$ cat config.mk
export PLATFORM = sky130hd
export DESIGN_NAME = u712_bus_sizer
export DESIGN_NICKNAME = d
export VERILOG_FILES = /design/src/rtl/u712_bus_sizer.sv
export SDC_FILE = /design/constraint.sdc
export NUM_CORES = 1
export LEC_CHECK = 0
export CAP_MARGIN = 10
export CELL_PAD_IN_SITES_DETAIL_PLACEMENT = 1
export CELL_PAD_IN_SITES_GLOBAL_PLACEMENT = 1
export CORE_MARGIN = 8
export CORE_UTILIZATION = 44
export CTS_CLUSTER_DIAMETER = 80
export DETAILED_ROUTE_END_ITERATION = 6
export HOLD_SLACK_MARGIN = 0.03
export PLACE_DENSITY_LB_ADDON = 0.15
export SLEW_MARGIN = 20
export SYNTH_ARGS = -nofsm -noshare
export SYNTH_HDL_FRONTEND = slang
export SYNTH_SLANG_ARGS = --single-unit
$ cat constraint.sdc
create_clock -name CLK40 -period 10 [get_ports CLK40]
set_clock_uncertainty 0.15 [all_clocks]
set_input_delay 2 -clock CLK40 [delete_from_list [all_inputs] [get_ports CLK40]]
set_output_delay 2 -clock CLK40 [all_outputs]
set_load 0.05 [all_outputs]
$ cat src/rtl/u712_bus_sizer.sv
// Splits one CPU transfer (byte/word/long/line) into port-width beats with a
// PREQ/PACK handshake per beat, registered lane enables and a DONE/ERR pulse.
module u712_bus_sizer #(
    parameter int PORT_BYTES = 2,
    parameter bit LINE_EN    = 1'b1
) (
    input  logic                  CLK40,
    input  logic                  RESETn,
    input  logic                  START,
    input  logic [3:0]            A,
    input  logic [1:0]            SIZ,
    input  logic                  RnW,
    input  logic                  PACK,
    output logic                  BUSY,
    output logic                  PREQ,
    output logic [3:0]            PA,
    output logic [0:PORT_BYTES-1] PBEn,
    output logic [3:0]            CBEn,
    output logic                  PRnW,
    output logic                  DONE,
    output logic                  ERR
);

    generate
        if (!(PORT_BYTES == 1 || PORT_BYTES == 2 || PORT_BYTES == 4)) begin : g_bad_width
            $error("u712_bus_sizer: PORT_BYTES must be 1, 2 or 4");
        end
    endgenerate

    typedef logic [0:PORT_BYTES-1] pben_t;
    typedef enum logic [1:0] {IDLE, BEAT, FINISH} state_t;

    localparam logic [2:0] PB3      = 3'(PORT_BYTES);
    localparam logic [1:0] OFF_MASK = 2'(PORT_BYTES - 1);
    localparam pben_t      PBEN_OFF = '1;

    // Bytes in the beat at pa: limited by what is left and by the port lane room.
    function automatic logic [2:0] beat_bytes(input logic [3:0] pa, input logic [4:0] rem);
        logic [2:0] room;
        room = PB3 - {1'b0, pa[1:0] & OFF_MASK};
        return (rem < {2'b00, room}) ? rem[2:0] : room;
    endfunction

    function automatic pben_t pben_of(input logic [3:0] pa, input logic [2:0] beat);
        pben_t v;
        int    off;
        off = int'(pa[1:0] & OFF_MASK);
        for (int l = 0; l < PORT_BYTES; l++) begin
            v[l] = !((l >= off) && (l < off + int'(beat)));
        end
        return v;
    endfunction

    // CBEn bit 3 carries address offset 0 within the longword.
    function automatic logic [3:0] cben_of(input logic [3:0] pa, input logic [2:0] beat);
        logic [3:0] v;
        int         off;
        off = int'(pa[1:0]);
        for (int b = 0; b < 4; b++) begin
            v[b] = !(((3 - b) >= off) && ((3 - b) < off + int'(beat)));
        end
        return v;
    endfunction

    state_t     state_q;
    logic [3:0] pa_q;
    logic [4:0] rem_q;
    logic [2:0] beat_q;
    logic       clip_q;
    logic       busy_q, preq_q, prnw_q, done_q, err_q;
    pben_t      pben_q;
    logic [3:0] cben_q;

    logic       cap_line_d, cap_clip_d;
    logic [3:0] cap_pa_d;
    logic [4:0] cap_n_d, cap_raw_d, cap_span_d;
    logic [2:0] cap_beat_d;
    logic [4:0] adv_rem_d;
    logic [3:0] adv_pa_d;
    logic [2:0] adv_beat_d;

    always_comb begin
        cap_line_d = (SIZ == 2'b11) && LINE_EN;
        cap_pa_d   = cap_line_d ? {A[3:2], 2'b00} : A;
        case (SIZ)
            2'b01:   cap_raw_d = 5'd1;
            2'b10:   cap_raw_d = 5'd2;
            2'b11:   cap_raw_d = cap_line_d ? 5'd16 : 5'd4;
            default: cap_raw_d = 5'd4;
        endcase
        // Non-line requests are clipped at the longword boundary.
        cap_span_d = {3'b000, A[1:0]} + cap_raw_d;
        cap_clip_d = !cap_line_d && (cap_span_d > 5'd4);
        cap_n_d    = cap_clip_d ? (5'd4 - {3'b000, A[1:0]}) : cap_raw_d;
        cap_beat_d = beat_bytes(cap_pa_d, cap_n_d);

        // 4-bit address addition gives the modulo-16 line wrap for free.
        adv_rem_d  = rem_q - {2'b00, beat_q};
        adv_pa_d   = pa_q + {1'b0, beat_q};
        adv_beat_d = beat_bytes(adv_pa_d, adv_rem_d);
    end

    always_ff @(posedge CLK40) begin
        if (!RESETn) begin
            state_q <= IDLE;
            pa_q    <= 4'h0;
            rem_q   <= 5'd0;
            beat_q  <= 3'd0;
            clip_q  <= 1'b0;
            busy_q  <= 1'b0;
            preq_q  <= 1'b0;
            prnw_q  <= 1'b1;
            done_q  <= 1'b0;
            err_q   <= 1'b0;
            pben_q  <= PBEN_OFF;
            cben_q  <= 4'hF;
        end else begin
            case (state_q)
                BEAT: begin
                    if (PACK) begin
                        if (adv_rem_d == 5'd0) begin
                            state_q <= FINISH;
                            busy_q  <= 1'b0;
                            preq_q  <= 1'b0;
                            done_q  <= 1'b1;
                            err_q   <= clip_q;
                            pben_q  <= PBEN_OFF;
                            cben_q  <= 4'hF;
                            rem_q   <= 5'd0;
                        end else begin
                            pa_q   <= adv_pa_d;
                            rem_q  <= adv_rem_d;
                            beat_q <= adv_beat_d;
                            pben_q <= pben_of(adv_pa_d, adv_beat_d);
                            cben_q <= cben_of(adv_pa_d, adv_beat_d);
                        end
                    end
                end
                default: begin
                    done_q <= 1'b0;
                    err_q  <= 1'b0;
                    if (START) begin
                        state_q <= BEAT;
                        pa_q    <= cap_pa_d;
                        rem_q   <= cap_n_d;
                        beat_q  <= cap_beat_d;
                        clip_q  <= cap_clip_d;
                        busy_q  <= 1'b1;
                        preq_q  <= 1'b1;
                        prnw_q  <= RnW;
                        pben_q  <= pben_of(cap_pa_d, cap_beat_d);
                        cben_q  <= cben_of(cap_pa_d, cap_beat_d);
                    end else begin
                        state_q <= IDLE;
                    end
                end
            endcase
        end
    end

    assign BUSY = busy_q;
    assign PREQ = preq_q;
    assign PA   = pa_q;
    assign PBEn = pben_q;
    assign CBEn = cben_q;
    assign PRnW = prnw_q;
    assign DONE = done_q;
    assign ERR  = err_q;

endmodule

# [Word-level counts from Yosys, hierarchy flattened]
# Cells that the tools add are included.
[word_totals] register_bits=25 latch_bits=0 mem_bits_rw=0 mem_bits_ro=0 input_bits=11 out_inout_bits=15 elab_cells=120 n_memories=0
[op_classes] add_sub_neg=10 n_mul=0 div=0 n_lt_le_gt_ge=25 eq_ne=7 shifts=0 muxes=33 n_bitwise=1 reduce_logical=33
[ops] cell="< comparator 3 x 32 -> 1 bit, first input constant" n=4
[ops] cell="< comparator 1 x 32 -> 1 bit, first input constant" n=2
[ops] cell="< comparator 2 x 32 -> 1 bit, first input constant" n=2
[ops] cell="2-to-1 mux 4 bit" n=8
[ops] cell="2-to-1 mux 5 bit" n=5
[ops] cell="2-to-1 mux 3 bit" n=6
[ops] cell="< comparator 1 x 4 -> 1 bit, first input constant" n=4
[ops] cell="2-to-1 mux 2 bit" n=8
[ops] cell="one-hot mux 5 bit (3 select lines)" n=1
[ops] cell="logical NOT 1 bit" n=13
[ops] cell="logical AND 1 bit" n=11
[ops] cell="< comparator 5 x 3 -> 1 bit" n=2
[ops] cell="AND reduction 2 bit" n=5
[ops] cell="adder 1 x 3 -> 4 bit" n=2
[ops] cell="adder 2 x 3 -> 4 bit" n=2
[ops] cell="greater-or-equal comparator 1 x 2 -> 1 bit, first input constant" n=4
[ops] cell="!= test 2 bit, second input constant" n=3
[ops] cell="AND reduction 3 bit" n=2
[ops] cell="subtractor 2 x 1 -> 3 bit, first input constant" n=2
[ops] cell="adder 2 x 5 -> 5 bit" n=1
[ops] cell="> comparator 5 x 3 -> 1 bit, second input constant" n=1
[ops] cell="logical NOT 5 bit" n=1
[ops] cell="2-to-1 mux 1 bit" n=5
[ops] cell="subtractor 5 x 3 -> 5 bit" n=1
[ops] cell="8 further kinds" n=14

# [Depth between registers and ports, before layout]
[logic_depth] word_depth=14 mapped_depth=19 mapped_depth_nobuf=18

# [Worst setup path after synthesis]
# No wires, ideal clock.
[synth_timing] path_kind="input-to-reg" from="in SIZ[0]" to="reg cben_q[1], in the netlist CBEn[1]" setup_time_ns=0.142 t_arrival_ns=5.412 required_time_ns=9.708 path_slack_ns=4.296 cell_stages=16 n_path_buf=1 cell_sequence="buf_2 > nor2b_1 > ha_1 > fa_1 > o21a_1 > o21bai_1 > a31oi_1 > a31o_2 > ha_1 > nand4b_1 > o21a_1 > a31oi_1 > fa_1 > nand2b_1 > a221oi_1 > o311ai_1"
[synth_via] elab_chain_len=14 elab_cells_between_ends=20 cone_classes="add/sub: 3; order compare: 4; eq/ne: 3; mux: 6; reduce/logical: 4"
[synth_lines] item="start: declaration" line_no="11" text="input logic [1:0] SIZ,"
[synth_lines] item="equality test 2 bit, or another cell as far along" line_no="83, 85"
[synth_lines] item="one-hot mux 5 bit (3 select lines)" line_no="85" text="case (SIZ)"
[synth_lines] item="adder 2 x 5 -> 5 bit" line_no="92" text="cap_span_d = {3'b000, A[1:0]} + cap_raw_d;"
[synth_lines] item="> comparator 5 x 3 -> 1 bit" line_no="93" text="cap_clip_d = !cap_line_d && (cap_span_d > 5'd4);"
[synth_lines] item="logical AND 1 bit" line_no="93"
[synth_lines] item="2-to-1 mux 5 bit" line_no="94" text="cap_n_d = cap_clip_d ? (5'd4 - {3'b000, A[1:0]}) : cap_raw_d;"
[synth_lines] item="< comparator 5 x 3 -> 1 bit" line_no="41" text="return (rem < {2'b00, room}) ? rem[2:0] : room;"
[synth_lines] item="2-to-1 mux 3 bit" line_no="41"
[synth_lines] item="adder 2 x 3 -> 4 bit" line_no="60" text="v[b] = !(((3 - b) >= off) && ((3 - b) < off + int'(beat)));"
[synth_lines] item="< comparator 3 x 32 -> 1 bit" line_no="60"
[synth_lines] item="logical AND 1 bit *" line_no="60"
[synth_lines] item="logical NOT 1 bit *" line_no="60"
[synth_lines] item="2-to-1 mux 4 bit *" line_no="142" text="if (START) begin"
[synth_lines] item="2-to-1 mux 4 bit *" line_no="118" text="case (state_q)"
[synth_lines] item="end signal: assignment" line_no="135" text="cben_q <= cben_of(adv_pa_d, adv_beat_d);"
[synth_lines] item="end signal: assignment" line_no="152" text="cben_q <= cben_of(cap_pa_d, cap_beat_d);"
[synth_lines] item="end: declaration" line_no="72" text="logic [3:0] cben_q;"
# Mark *: on every way between the ends. The rest lies on a longest branch, timed or not. The select of a mux whose other input is x is not followed.
# A chain may end at the register's enable or synchronous reset.

# [Worst setup path after layout]
# Same ends and word-level chain as after synthesis.

==> impl_metrics.env <==
export IMPL_status="finished clean"
export IMPL_yosysWarnings=0
export IMPL_start_util=0.453
export IMPL_drv_slew=0
export IMPL_placementRows=24
export IMPL_critPathTopFamily="compound AO/OA/AOI/OAI gates"
export IMPL_synth_cell_types=58
export IMPL_grt_setup_unrepaired="false"
export IMPL_hold_viol_final=0
export IMPL_die_y_um=82.5
export IMPL_worstPathRequired_ns=9.96
export IMPL_max_slew_margin=0.390
export IMPL_placed_cells=307
export IMPL_worst_slew_pin_slew_ns=0.912
export IMPL_ys_seq_area_frac=0.257
export IMPL_dieArea_um2=6810
export IMPL_synthSimpleGateAreaFrac=0.231
export IMPL_clock_latency_ns=0.28
export IMPL_synth_edf_count=0
export IMPL_critPathBufInv=1
export IMPL_syn_inst=240
export IMPL_ios=26
export IMPL_routabilityCongestion=0.884
export IMPL_critical_path_slowest_cell="clkdlybuf4s50_1"
export IMPL_portBuffers=25
export IMPL_synthMuxAreaShare=0
export IMPL_wl_met2_mm=2.63
export IMPL_hold_buffers=0
export IMPL_crit_arrival_ns=6.40
export IMPL_slowest_delay_ns=0.68
export IMPL_grt_max_degree=25
export IMPL_synth_xor_area_frac=0.0174
export IMPL_synth_compound_area_frac=0.282
export IMPL_finalCritPeriodShare=0.643
export IMPL_grt_pass1_wl_mm=9.30
export IMPL_drcViolationCount=0
export IMPL_clk_pin_slew_ns=0.10
export IMPL_min_period_ns=6.43
export IMPL_setup_viol=0
export IMPL_leakagePower_nw=0.947
export IMPL_cp_max_fo=11
export IMPL_synth_top_family_by_area="compound AO/OA/AOI/OAI gates"
export IMPL_avgRoutedWirePerCell_um=17.5
export IMPL_ir_drop_v=0.000124
export IMPL_dpl_hpwl_mm=4.07
export IMPL_post_cts_setup_buffer_count=0
export IMPL_endpoint_kind="flop"
export IMPL_synth_flop_cell="dfxtp_1"
export IMPL_ctsResizeCount=0
export IMPL_htree_levels=1
export IMPL_num_antenna_cells=0
export IMPL_drv_cap=0
export IMPL_core_area_um2=4290
export IMPL_drtAntennaViolNets=0
export IMPL_critPathLaunchType="input pin"
export IMPL_final_cell_mix="nand2_1, dfxtp_1, clkdlybuf4s50_1"
export IMPL_syn_to_final_growth_pct=15.6
export IMPL_final_common_cell="nand2_1"
export IMPL_cts_tree="done"
export IMPL_avgSynthCellArea_um2=8.11
export IMPL_critPathKind="input pin to flop"
export IMPL_stdcell_count=311
export IMPL_path_cells="clkdlybuf4s50_1 -> nor2b_1 -> ha_1 -> fa_1 -> o21a_1 -> o21bai_1 -> a31oi_1 -> a31o_2 -> ha_1 -> nand4b_1 -> o21a_1 -> a31oi_1 -> fa_1 -> nand2b_1 -> a221oi_1 -> o311ai_1"
export IMPL_finalNetCount=291
export IMPL_drtIter0Drc=110
export IMPL_antenna_found_initial=0
export IMPL_netlist_area_um2=1950
export IMPL_vias=1822
export IMPL_cts_root_buf="clkbuf_8"
export IMPL_dr_wl_met3_um=83
export IMPL_power_density_nw_per_um2=203
export IMPL_async_reset_ff_frac=0
export IMPL_grt_overflow_total=0
export IMPL_totalWireLength_mm=5.43
export IMPL_cts_sinks=25
export IMPL_avgViaCountPerCell=5.86
export IMPL_grt_use_total=0.173
export IMPL_synth_nets=271
export IMPL_cts_path_max_buffers=2
export IMPL_ys_ff_latch=25
export IMPL_top_layer_used="met4"
export IMPL_dr_pass1_iters=4
export IMPL_die_w_um=82.5
export IMPL_max_freq_mhz=155
export IMPL_wl_met1_mm=2.62
export IMPL_cts_buffers=3
export IMPL_hp_class="flop to flop"
export IMPL_synthAdderAreaFrac=0.148
export IMPL_final_setup_tns_ns=0
export IMPL_layout_drive_gt1_share=0.0695
export IMPL_grt_pass1_vias=1900
-- per-layer routing --
metal,vias up,global-route usage
met5,-,0
met4,0,0.0534
met3,9,0.0216
met2,18,0.291
met1,893,0.225
li1,902,-
-- layout make-up --
class                      count  area (um2)
multi-input combinational    187        1320
sequential                    25         500
timing repair buffer          25         250
tap                           52        65.1
clock inverter                 1        5.00
inverter                      18        67.6
clock buffer                   3        41.3
fill                         543        2050
-- registers in the layout, indices dropped and copies added, names as in the netlist --
| name | flops |
|---|---|
| clip_q | 1 |
| beat_q | 3 |
| rem_q | 5 |
| CBEn | 4 |
| PA | 4 |
| state_q | 2 |
| PRnW | 1 |
| PREQ | 1 |
| ERR | 1 |
| PBEn | 2 |
| DONE | 1 |
-- final timing paths --
check | start | endpoint | slack [ns] | depth (start not counted)
max | SIZ[0] | CBEn[1] | 3.57 | 16
max reg2reg | beat_q[0] | CBEn[1] | 6.34 | 12
min reg2reg | DONE | DONE | 0.31 | 2
min | DONE | DONE | 0.31 | 2
-- worst min-delay path: stages, from the launching register on --
cell and delay [ns]:
dfxtp_1 0.32, inv_1 0.05, a21oi_1 0.05
-- per-stage QoR --
step | worst slack [ns] | total power [mW] | cell area, um2 | hold slack, ns | utilization
2_1_floorplan | 4.30 | 0.328 | 1950 | 0.276 | -
3_3_place_gp | 3.51 | 0.381 | 2200 | 0.284 | 0.513
3_5_place_dp | 3.33 | 0.390 | 2200 | 0.297 | 0.513
4_1_cts | 3.61 | 0.455 | 2250 | 0.311 | 0.524
5_1_grt | 3.25 | 0.489 | 2250 | 0.340 | 0.524
6_report | 3.57 | 0.456 | 2250 | 0.307 | 0.524
-- synth_stat cells, types with 3 or more instances --
cell type / count / area share
nand2_1: 29 / 0.056
dfxtp_1: 25 / 0.26
nor2_1: 22 / 0.042
inv_1: 18 / 0.035
ha_1: 15 / 0.096
a21oi_1: 11 / 0.028
o21ai_0: 9 / 0.023
nor3_1: 8 / 0.021
o21ai_1: 7 / 0.018
o211ai_1: 6 / 0.023
o21a_1: 6 / 0.023
a31oi_1: 5 / 0.016
fa_1: 5 / 0.051
clkbuf_1: 4 / 0.0077
nand3_1: 4 / 0.010
nor2b_1: 4 / 0.013
and3_1: 3 / 0.0096
buf_4: 3 / 0.012
nand4_1: 3 / 0.0096
o211a_1: 3 / 0.015
o311ai_1: 3 / 0.014
or3_1: 3 / 0.0096
-- cell families (layout without fill, tap and decap cells) --
kind of cell / after synthesis / count (layout)
compound gates: 74 / 74
xor+xnor: 3 / 3
fa+ha+maj: 20 / 20
buf+inv: 28 / 47
flops: 25 / 25
simple gates: 90 / 90
-- power by group --
group,switching [mW],internal (mW),leakage (nW)
clock network,0.0353,0.0280,0.0255
registers,0.0101,0.113,0.206
logic,0.168,0.102,0.716
Note: power is estimated with default switching activity, not from simulation.
